<file path="src/rtl/sfx_sequencer_if.sv">
// rtl/sfx_sequencer_if.sv - sound_t package and event/sound interface for sfx_sequencer (POWER_LOOP_EN adds power_end)
package sfx_pkg;
   typedef enum logic [2:0] {
      SOUND_NONE  = 3'd0,
      SOUND_CHOMP = 3'd1,
      SOUND_POWER = 3'd2,
      SOUND_DEATH = 3'd3,
      SOUND_START = 3'd4
   } sound_t;
endpackage

interface sfx_sequencer_if #(parameter int IDX_W = 16);
   import sfx_pkg::*;

   logic             ev_chomp;
   logic             ev_power;
   logic             ev_death;
   logic             ev_start;
   logic             mute;
`ifdef POWER_LOOP_EN
   logic             power_end;
`endif
   sound_t           sound_type;
   logic             clk_8KHZ;
   logic [IDX_W-1:0] sample_idx;
   logic             busy;
   logic             pending;

   // Game logic side: raises event pulses, watches the selection.
   modport master (
      output ev_chomp, output ev_power, output ev_death, output ev_start, output mute,
`ifdef POWER_LOOP_EN
      output power_end,
`endif
      input  sound_type, input clk_8KHZ, input sample_idx, input busy, input pending
   );

   // Sequencer side.
   modport slave (
      input  ev_chomp, input ev_power, input ev_death, input ev_start, input mute,
`ifdef POWER_LOOP_EN
      input  power_end,
`endif
      output sound_type, output clk_8KHZ, output sample_idx, output busy, output pending
   );
endinterface

</file>
<file path="src/rtl/sfx_sequencer.sv">
// rtl/sfx_sequencer.sv - prioritised sound selection, 8 kHz sample strobe and index tracking (optional POWER_LOOP_EN)
module sfx_sequencer
   import sfx_pkg::*;
#(
   parameter int CLK_DIV   = 3125,
   parameter int CHOMP_LEN = 5736,
   parameter int POWER_LEN = 8000,
   parameter int DEATH_LEN = 12000,
   parameter int START_LEN = 33000,
   parameter int IDX_W     = 16
) (
   input logic          clk_25MHZ,
   input logic          rst_n,
   sfx_sequencer_if.slave bus
);

   localparam int DIV_W = (CLK_DIV > 1) ? $clog2(CLK_DIV) : 1;

   typedef enum logic {ST_IDLE, ST_PLAY} state_t;

   logic [DIV_W-1:0] r_div;
   logic             r_strobe;
   state_t           r_state;
   sound_t           r_sound;
   sound_t           r_pend;
   logic             r_pend_v;
   logic [IDX_W-1:0] r_idx;
   logic             r_busy;

   sound_t           w_ev;
   sound_t           w_pend_nxt;
   logic [IDX_W-1:0] w_last;
   logic             w_end;
   logic             w_loop;

   // Highest-priority event this cycle; the enum values are ordered by priority.
   always_comb begin
      w_ev = SOUND_NONE;
      if (bus.ev_start)      w_ev = SOUND_START;
      else if (bus.ev_death) w_ev = SOUND_DEATH;
      else if (bus.ev_power) w_ev = SOUND_POWER;
      else if (bus.ev_chomp) w_ev = SOUND_CHOMP;
   end

   // Index of the final sample of the playing sound.
   always_comb begin
      w_last = '0;
      case (r_sound)
         SOUND_CHOMP: w_last = IDX_W'(CHOMP_LEN - 1);
         SOUND_POWER: w_last = IDX_W'(POWER_LEN - 1);
         SOUND_DEATH: w_last = IDX_W'(DEATH_LEN - 1);
         SOUND_START: w_last = IDX_W'(START_LEN - 1);
         default:     w_last = '0;
      endcase
   end

   assign w_end = (r_state == ST_PLAY) && r_strobe && (r_idx == w_last);

   // A lower-priority event may take the slot when it outranks what is queued
   // (an empty slot holds SOUND_NONE, which everything outranks); DEATH never queues anything below itself.
   assign w_pend_nxt = ((w_ev != SOUND_NONE) && (w_ev < r_sound) &&
                        (r_sound != SOUND_DEATH) && (w_ev > r_pend)) ? w_ev : r_pend;

`ifdef POWER_LOOP_EN
   logic r_power_stop;

   // Sticky stop request for the power loop, dropped once POWER leaves or wraps.
   always_ff @(posedge clk_25MHZ) begin
      if (!rst_n)
         r_power_stop <= 1'b0;
      else if ((r_state == ST_PLAY) && (r_sound == SOUND_POWER) && !w_end)
         r_power_stop <= r_power_stop | bus.power_end;
      else
         r_power_stop <= 1'b0;
   end

   assign w_loop = (r_sound == SOUND_POWER) && !(r_power_stop || bus.power_end);
`else
   assign w_loop = 1'b0;
`endif

   // Free-running divider producing the one-cycle sample strobe.
   always_ff @(posedge clk_25MHZ) begin
      if (!rst_n) begin
         r_div    <= '0;
         r_strobe <= 1'b0;
      end else if (r_div == DIV_W'(CLK_DIV - 1)) begin
         r_div    <= '0;
         r_strobe <= 1'b1;
      end else begin
         r_div    <= r_div + DIV_W'(1);
         r_strobe <= 1'b0;
      end
   end

   // Sequencer: preemption/restart/queueing decided before end-of-sound handling.
   always_ff @(posedge clk_25MHZ) begin
      if (!rst_n) begin
         r_state  <= ST_IDLE;
         r_sound  <= SOUND_NONE;
         r_pend   <= SOUND_NONE;
         r_pend_v <= 1'b0;
         r_idx    <= '0;
         r_busy   <= 1'b0;
      end else begin
         case (r_state)
            ST_IDLE: begin
               if (w_ev != SOUND_NONE) begin
                  r_state <= ST_PLAY;
                  r_busy  <= 1'b1;
                  r_sound <= w_ev;
                  r_idx   <= '0;
               end
            end
            ST_PLAY: begin
               if (w_ev > r_sound) begin
                  r_sound <= w_ev;
                  r_idx   <= '0;
                  if (w_ev == SOUND_DEATH) begin
                     r_pend   <= SOUND_NONE;
                     r_pend_v <= 1'b0;
                  end
               end else if (w_ev == r_sound) begin
                  r_idx <= '0;
               end else if (w_end && w_loop) begin
                  r_idx    <= '0;
                  r_pend   <= w_pend_nxt;
                  r_pend_v <= (w_pend_nxt != SOUND_NONE);
               end else if (w_end && (w_pend_nxt != SOUND_NONE)) begin
                  r_sound  <= w_pend_nxt;
                  r_idx    <= '0;
                  r_pend   <= SOUND_NONE;
                  r_pend_v <= 1'b0;
               end else if (w_end) begin
                  r_state <= ST_IDLE;
                  r_busy  <= 1'b0;
                  r_sound <= SOUND_NONE;
                  r_idx   <= '0;
               end else begin
                  if (r_strobe) r_idx <= r_idx + IDX_W'(1);
                  r_pend   <= w_pend_nxt;
                  r_pend_v <= (w_pend_nxt != SOUND_NONE);
               end
            end
            default: r_state <= ST_IDLE;
         endcase
      end
   end

   assign bus.sound_type = bus.mute ? SOUND_NONE : r_sound;
   assign bus.clk_8KHZ   = r_strobe;
   assign bus.sample_idx = r_idx;
   assign bus.busy       = r_busy;
   assign bus.pending    = r_pend_v;

endmodule
</file>
<file path="src/flat_wrapper.sv">
// flat-port wrapper written by rule: the top's interface ports become plain ports
module sfx_sequencer_flat import sfx_pkg::*;
#(
   parameter int CLK_DIV   = 3125,
   parameter int CHOMP_LEN = 5736,
   parameter int POWER_LEN = 8000,
   parameter int DEATH_LEN = 12000,
   parameter int START_LEN = 33000,
   parameter int IDX_W     = 16
)
  (clk_25MHZ, rst_n, bus_ev_chomp, bus_ev_power, bus_ev_death, bus_ev_start, bus_mute, bus_sound_type, bus_clk_8KHZ, bus_sample_idx, bus_busy, bus_pending);
  sfx_sequencer_if #(.IDX_W(IDX_W)) bus_i ();
  input logic clk_25MHZ;
  input logic rst_n;
  input wire logic [$bits(bus_i.ev_chomp)-1:0] bus_ev_chomp;
  input wire logic [$bits(bus_i.ev_power)-1:0] bus_ev_power;
  input wire logic [$bits(bus_i.ev_death)-1:0] bus_ev_death;
  input wire logic [$bits(bus_i.ev_start)-1:0] bus_ev_start;
  input wire logic [$bits(bus_i.mute)-1:0] bus_mute;
  output wire logic [$bits(bus_i.sound_type)-1:0] bus_sound_type;
  output wire logic [$bits(bus_i.clk_8KHZ)-1:0] bus_clk_8KHZ;
  output wire logic [$bits(bus_i.sample_idx)-1:0] bus_sample_idx;
  output wire logic [$bits(bus_i.busy)-1:0] bus_busy;
  output wire logic [$bits(bus_i.pending)-1:0] bus_pending;
  assign bus_i.ev_chomp = bus_ev_chomp;
  assign bus_i.ev_power = bus_ev_power;
  assign bus_i.ev_death = bus_ev_death;
  assign bus_i.ev_start = bus_ev_start;
  assign bus_i.mute = bus_mute;
  assign bus_sound_type = bus_i.sound_type;
  assign bus_clk_8KHZ = bus_i.clk_8KHZ;
  assign bus_sample_idx = bus_i.sample_idx;
  assign bus_busy = bus_i.busy;
  assign bus_pending = bus_i.pending;
  sfx_sequencer #(.CLK_DIV(CLK_DIV), .CHOMP_LEN(CHOMP_LEN), .POWER_LEN(POWER_LEN), .DEATH_LEN(DEATH_LEN), .START_LEN(START_LEN), .IDX_W(IDX_W)) u_core (.clk_25MHZ(clk_25MHZ), .rst_n(rst_n), .bus(bus_i));
endmodule
</file>
<file path="config.mk">
export PLATFORM = sky130hd
export DESIGN_NAME = sfx_sequencer_flat
export DESIGN_NICKNAME = d
export VERILOG_FILES = /design/src/rtl/sfx_sequencer_if.sv /design/src/rtl/sfx_sequencer.sv /design/src/flat_wrapper.sv
export SDC_FILE = /design/constraint.sdc
export NUM_CORES = 1
export LEC_CHECK = 0
export CAP_MARGIN = 15
export CORE_MARGIN = 2
export CORE_UTILIZATION = 40
export DETAILED_ROUTE_END_ITERATION = 10
export GPL_TIMING_DRIVEN = 1
export PLACE_DENSITY = 0.7
export SLEW_MARGIN = 20
export SYNTH_ARGS = -nofsm -noshare
export SYNTH_HDL_FRONTEND = slang
export SYNTH_SLANG_ARGS = --single-unit
</file>
<file path="constraint.sdc">
create_clock -name clk_25MHZ -period 3.8 [get_ports clk_25MHZ]
set_input_delay 0.95 -clock clk_25MHZ [delete_from_list [all_inputs] [get_ports clk_25MHZ]]
set_output_delay 0.95 -clock clk_25MHZ [all_outputs]
set_load 0.03 [all_outputs]
</file>
==> results.md <==
- Setup tns final: 0 ps
- Site Rows: 27
- Post-synth cell types: 59
- DP HPWL: 4.017 mm
- Hold buffer count at cts: 0
- Tcrit/Tclk final: 92.76%
- Min-Delay Endpoint: u_core.r_div[0]$_SDFF_PP0_
- Max clock buf depth: 2
- Final setup vio count: 0
- CP Max Fanout: 4
- Final GP Congestion: 0.8975
- Mapped Cells: 284
- Status: completed
- Worst setup margin: about 280 ps
- Via count: 2103
- Routed wire length: 5.350 mm
- # diodes: 0
- Grt ovf: 0
- Initial Util: 41.91%
- DRT iter0 DRCs: 101
- Worst setup SP type: primary input
- Worst R2R Setup Slack: slightly below 900 ps
- Die height: between 80 and 90 µm
- LEAKAGE: between 0.0009 and 0.001 µW
- Worst r2r src: u_core.r_sound[2]$_SDFFE_PN0P_
- Area grow syn2layout: 21.37%
- Per-cell routed wire length: 13.72 µm
- TritonCTS Buffers: 5
- Syn Nets: roughly 300
- Largest net degree at the start of global routing: 16
- Main synth FF type: dfxtp_1
- Hold depth: 1
- Layout Skew: 7.893 ps
- Cell Pwr Density: 372.0 nW/µm²
- Initial antenna violation count: 0
- Peak VDD IR: 0.1579 mV
- Critical setup path kind: in -> reg
- Sw Share: between 20% and 30%
- Register bit total from synthesis: 38
- Number of global-route vias before repair: 2036
- Mapped Avg Cell Area: 8.225 µm²
- Routed Antenna Nets: 0
- Post_cts resized: 0
- CTS root buffer: clkbuf_8
- Min Tclk post-route: 3525 ps
- CTS H-tree lvls: 2
- Reg area: 760.7 µm²
- Power Internal: between 700 and 800 µW
- First-pass GRT wire length: 9.232 mm
- Most frequent cells in the layout: nor2_1, dfxtp_1, clkdlybuf4s50_1, nand2_1, xnor2_1
- CTS tree: built
- Die X: 80.42 µm
- Logic pwr share: 19.8%
- 1st-pass router iterations: 5
- Final Slew Violations: 0
- Final Hold Vio Count: 0
- Net switching power figure: 290.5 µW
- Tot GR Track Use: between 15 and 20%
- Endpoint of the worst-slack reg-to-reg timing path: u_core.r_pend[2]$_SDFFE_PN0P_
- Slew HR: 64.26%
- Die area: 6467 µm²
- Max frequency: around 0.28 GHz
- Post-Place Setup Slack: -7.996 ps
- Actual transition at the worst max-transition pin: ~540 ps
- Clock sinks: 38
- Hold wc startpoint: u_core.r_div[0]$_SDFF_PP0_
- Post-CTS setup buffer count: 0
- Ys async rst share: 0%
- RSZ-0062 raised after global routing: no
- Max_cap viols: 0
- YS warnings: 0
- Vias per cell: 5.392
- Most common cell after layout, fill and taps aside: nor2_1
- Sequential Power Share: about 40%
- Worst Hold Class: reg -> reg
- Crit end category: flop
- Worst path required time: 4000 ps
- Final #Nets: 331
- # DRC: 0
- Share of layout cells above drive strength 1: 9.119%
- PortBufs: 28
- Clk_lat worst skew: about 290 ps
- # fillers: 540
- FF-to-FF path depth: 9
- Seq/Total Area, Yosys: 32.57%
- Combined area of the multi-input logic cells: 1461 µm²
- Post-synth EDFFs: 0
- Clock-pin slew on the worst setup and hold paths: 80 ps
- Worst EP arrival: around 3700 ps
- Clock share of power: about two fifths
- Core area: between 5000 and 6000 µm²
- Mapped cell area: 2336 µm²
- Ports: 29
## registers in the layout (all words and copies together), names as in the netlist
register,flops
u_core.bus.busy,1
u_core.bus.clk_8KHZ,1
u_core.bus.pending,1
u_core.bus.sample_idx,16
u_core.r_div,12
u_core.r_pend,3
u_core.r_sound,3
u_core.r_state,1
## final cells by class
cell class / count / share of cell area, %
multi-input cells: 222 / 51.54
repair buffers: 34 / 11.47
flip-flops and latches: 38 / 26.83
clock buffers: 5 / 2.427
inverters: 16 / 2.118
well taps: 72 / 3.177
clock inverters: 3 / 2.427
## through the flow
| stage | area, µm² | power, µW | hold slack [ps] | instances | utilization [%] |
|---|---|---|---|---|---|
| floorplan | 2336 | 595.0 | 441.0 | 284 | - |
| global placement | 2698 | 646.1 | 463.6 | 382 | 48.40 |
| detailed placement | 2698 | 649.0 | 474.5 | 382 | 48.40 |
| CTS | 2835 | 1066 | 491.6 | 390 | 50.86 |
| global route | 2835 | 1105 | 529.7 | 390 | 50.86 |
| finish | 2835 | 1055 | 486.5 | 390 | 50.86 |
## logic make-up (layout without fill, tap and decap cells)
family                   count (synthesis)  count (layout)  synth area share, %
XOR/XNOR                                29              29                10.87
buffers and inverters                   24              58                4.874
flip-flops                              38              38                32.57
AO/OA/AOI/OAI                           56              56                19.18
multiplexers                             2               2               0.8570
adder cells (fa/ha/maj)                  7               7                3.749
AND/OR/NAND/NOR                        128             128                27.91
## worst max-delay path: stages
cell and delay, ps:
clkdlybuf4s50_1 520, inv_1 50, a21oi_1 110, nor2_1 70, inv_1 110, ha_1 200, inv_1 80, o21ai_1 230
nand2_1 120, or4_4 420, or4_4 500, o311a_4 160, o32ai_2 190
## per-layer routing
layer | up-vias | track usage [%] | part of all wire, %
met3 | 9 | 3.933 | 4.2
met4 | 0 | 7.627 | 1.6
met1 | 977 | 22.00 | 45
li1 | 1069 | - | -
met2 | 48 | 30.50 | 49
met5 | - | 0 | 0
## cell usage after synthesis (all sizes together) (3+ instances only)
cell / count / area, µm²
nor4: 3 / 18.77
nor3: 5 / 25.02
a311oi: 3 / 26.28
and2: 4 / 25.02
a211oi: 3 / 22.52
o211ai: 3 / 22.52
dfxtp: 38 / 760.7
nor2: 43 / 168.9
or4: 7 / 60.06
inv: 16 / 60.06
and3: 3 / 18.77
a21o: 4 / 30.03
nand3: 13 / 65.06
or2: 3 / 18.77
a31oi: 5 / 37.53
nand2b: 6 / 37.54
buf: 6 / 46.28
o21a: 3 / 22.52
nor2b: 5 / 38.78
o32ai: 3 / 33.79
o21ai: 10 / 50.05
ha: 7 / 87.58
xor2: 9 / 78.83
o2111ai: 7 / 67.56
nand2: 26 / 97.59
xnor2: 20 / 175.2
## worst max-delay path by stage
stage / from / end / cells past startpoint
detailed placement: bus_ev_power / u_core.r_pend[2]$_SDFFE_PN0P_ / 13
global placement: bus_ev_power / u_core.r_pend[2]$_SDFFE_PN0P_ / 13
global route: bus_ev_death / u_core.bus.sample_idx[14]$_SDFFE_PN0P_ / 11
CTS: bus_ev_power / u_core.r_pend[2]$_SDFFE_PN0P_ / 13
finish: bus_ev_power / u_core.r_pend[2]$_SDFFE_PN0P_ / 13
floorplan: bus_ev_power / u_core.r_pend[2]$_SDFFE_PN0P_ / 12
## power by group through the flow
stage | clock network [µW] | registers, µW | logic (µW)
after floorplan | 0 | 435 | 160
after global placement | 0 | 443 | 203
after detailed placement | 0 | 443 | 206
after CTS | 425 | 433 | 208
after global routing | 439 | 437 | 230
final | 412 | 434 | 209
No activity file was read; power rests on OpenSTA's default activity.
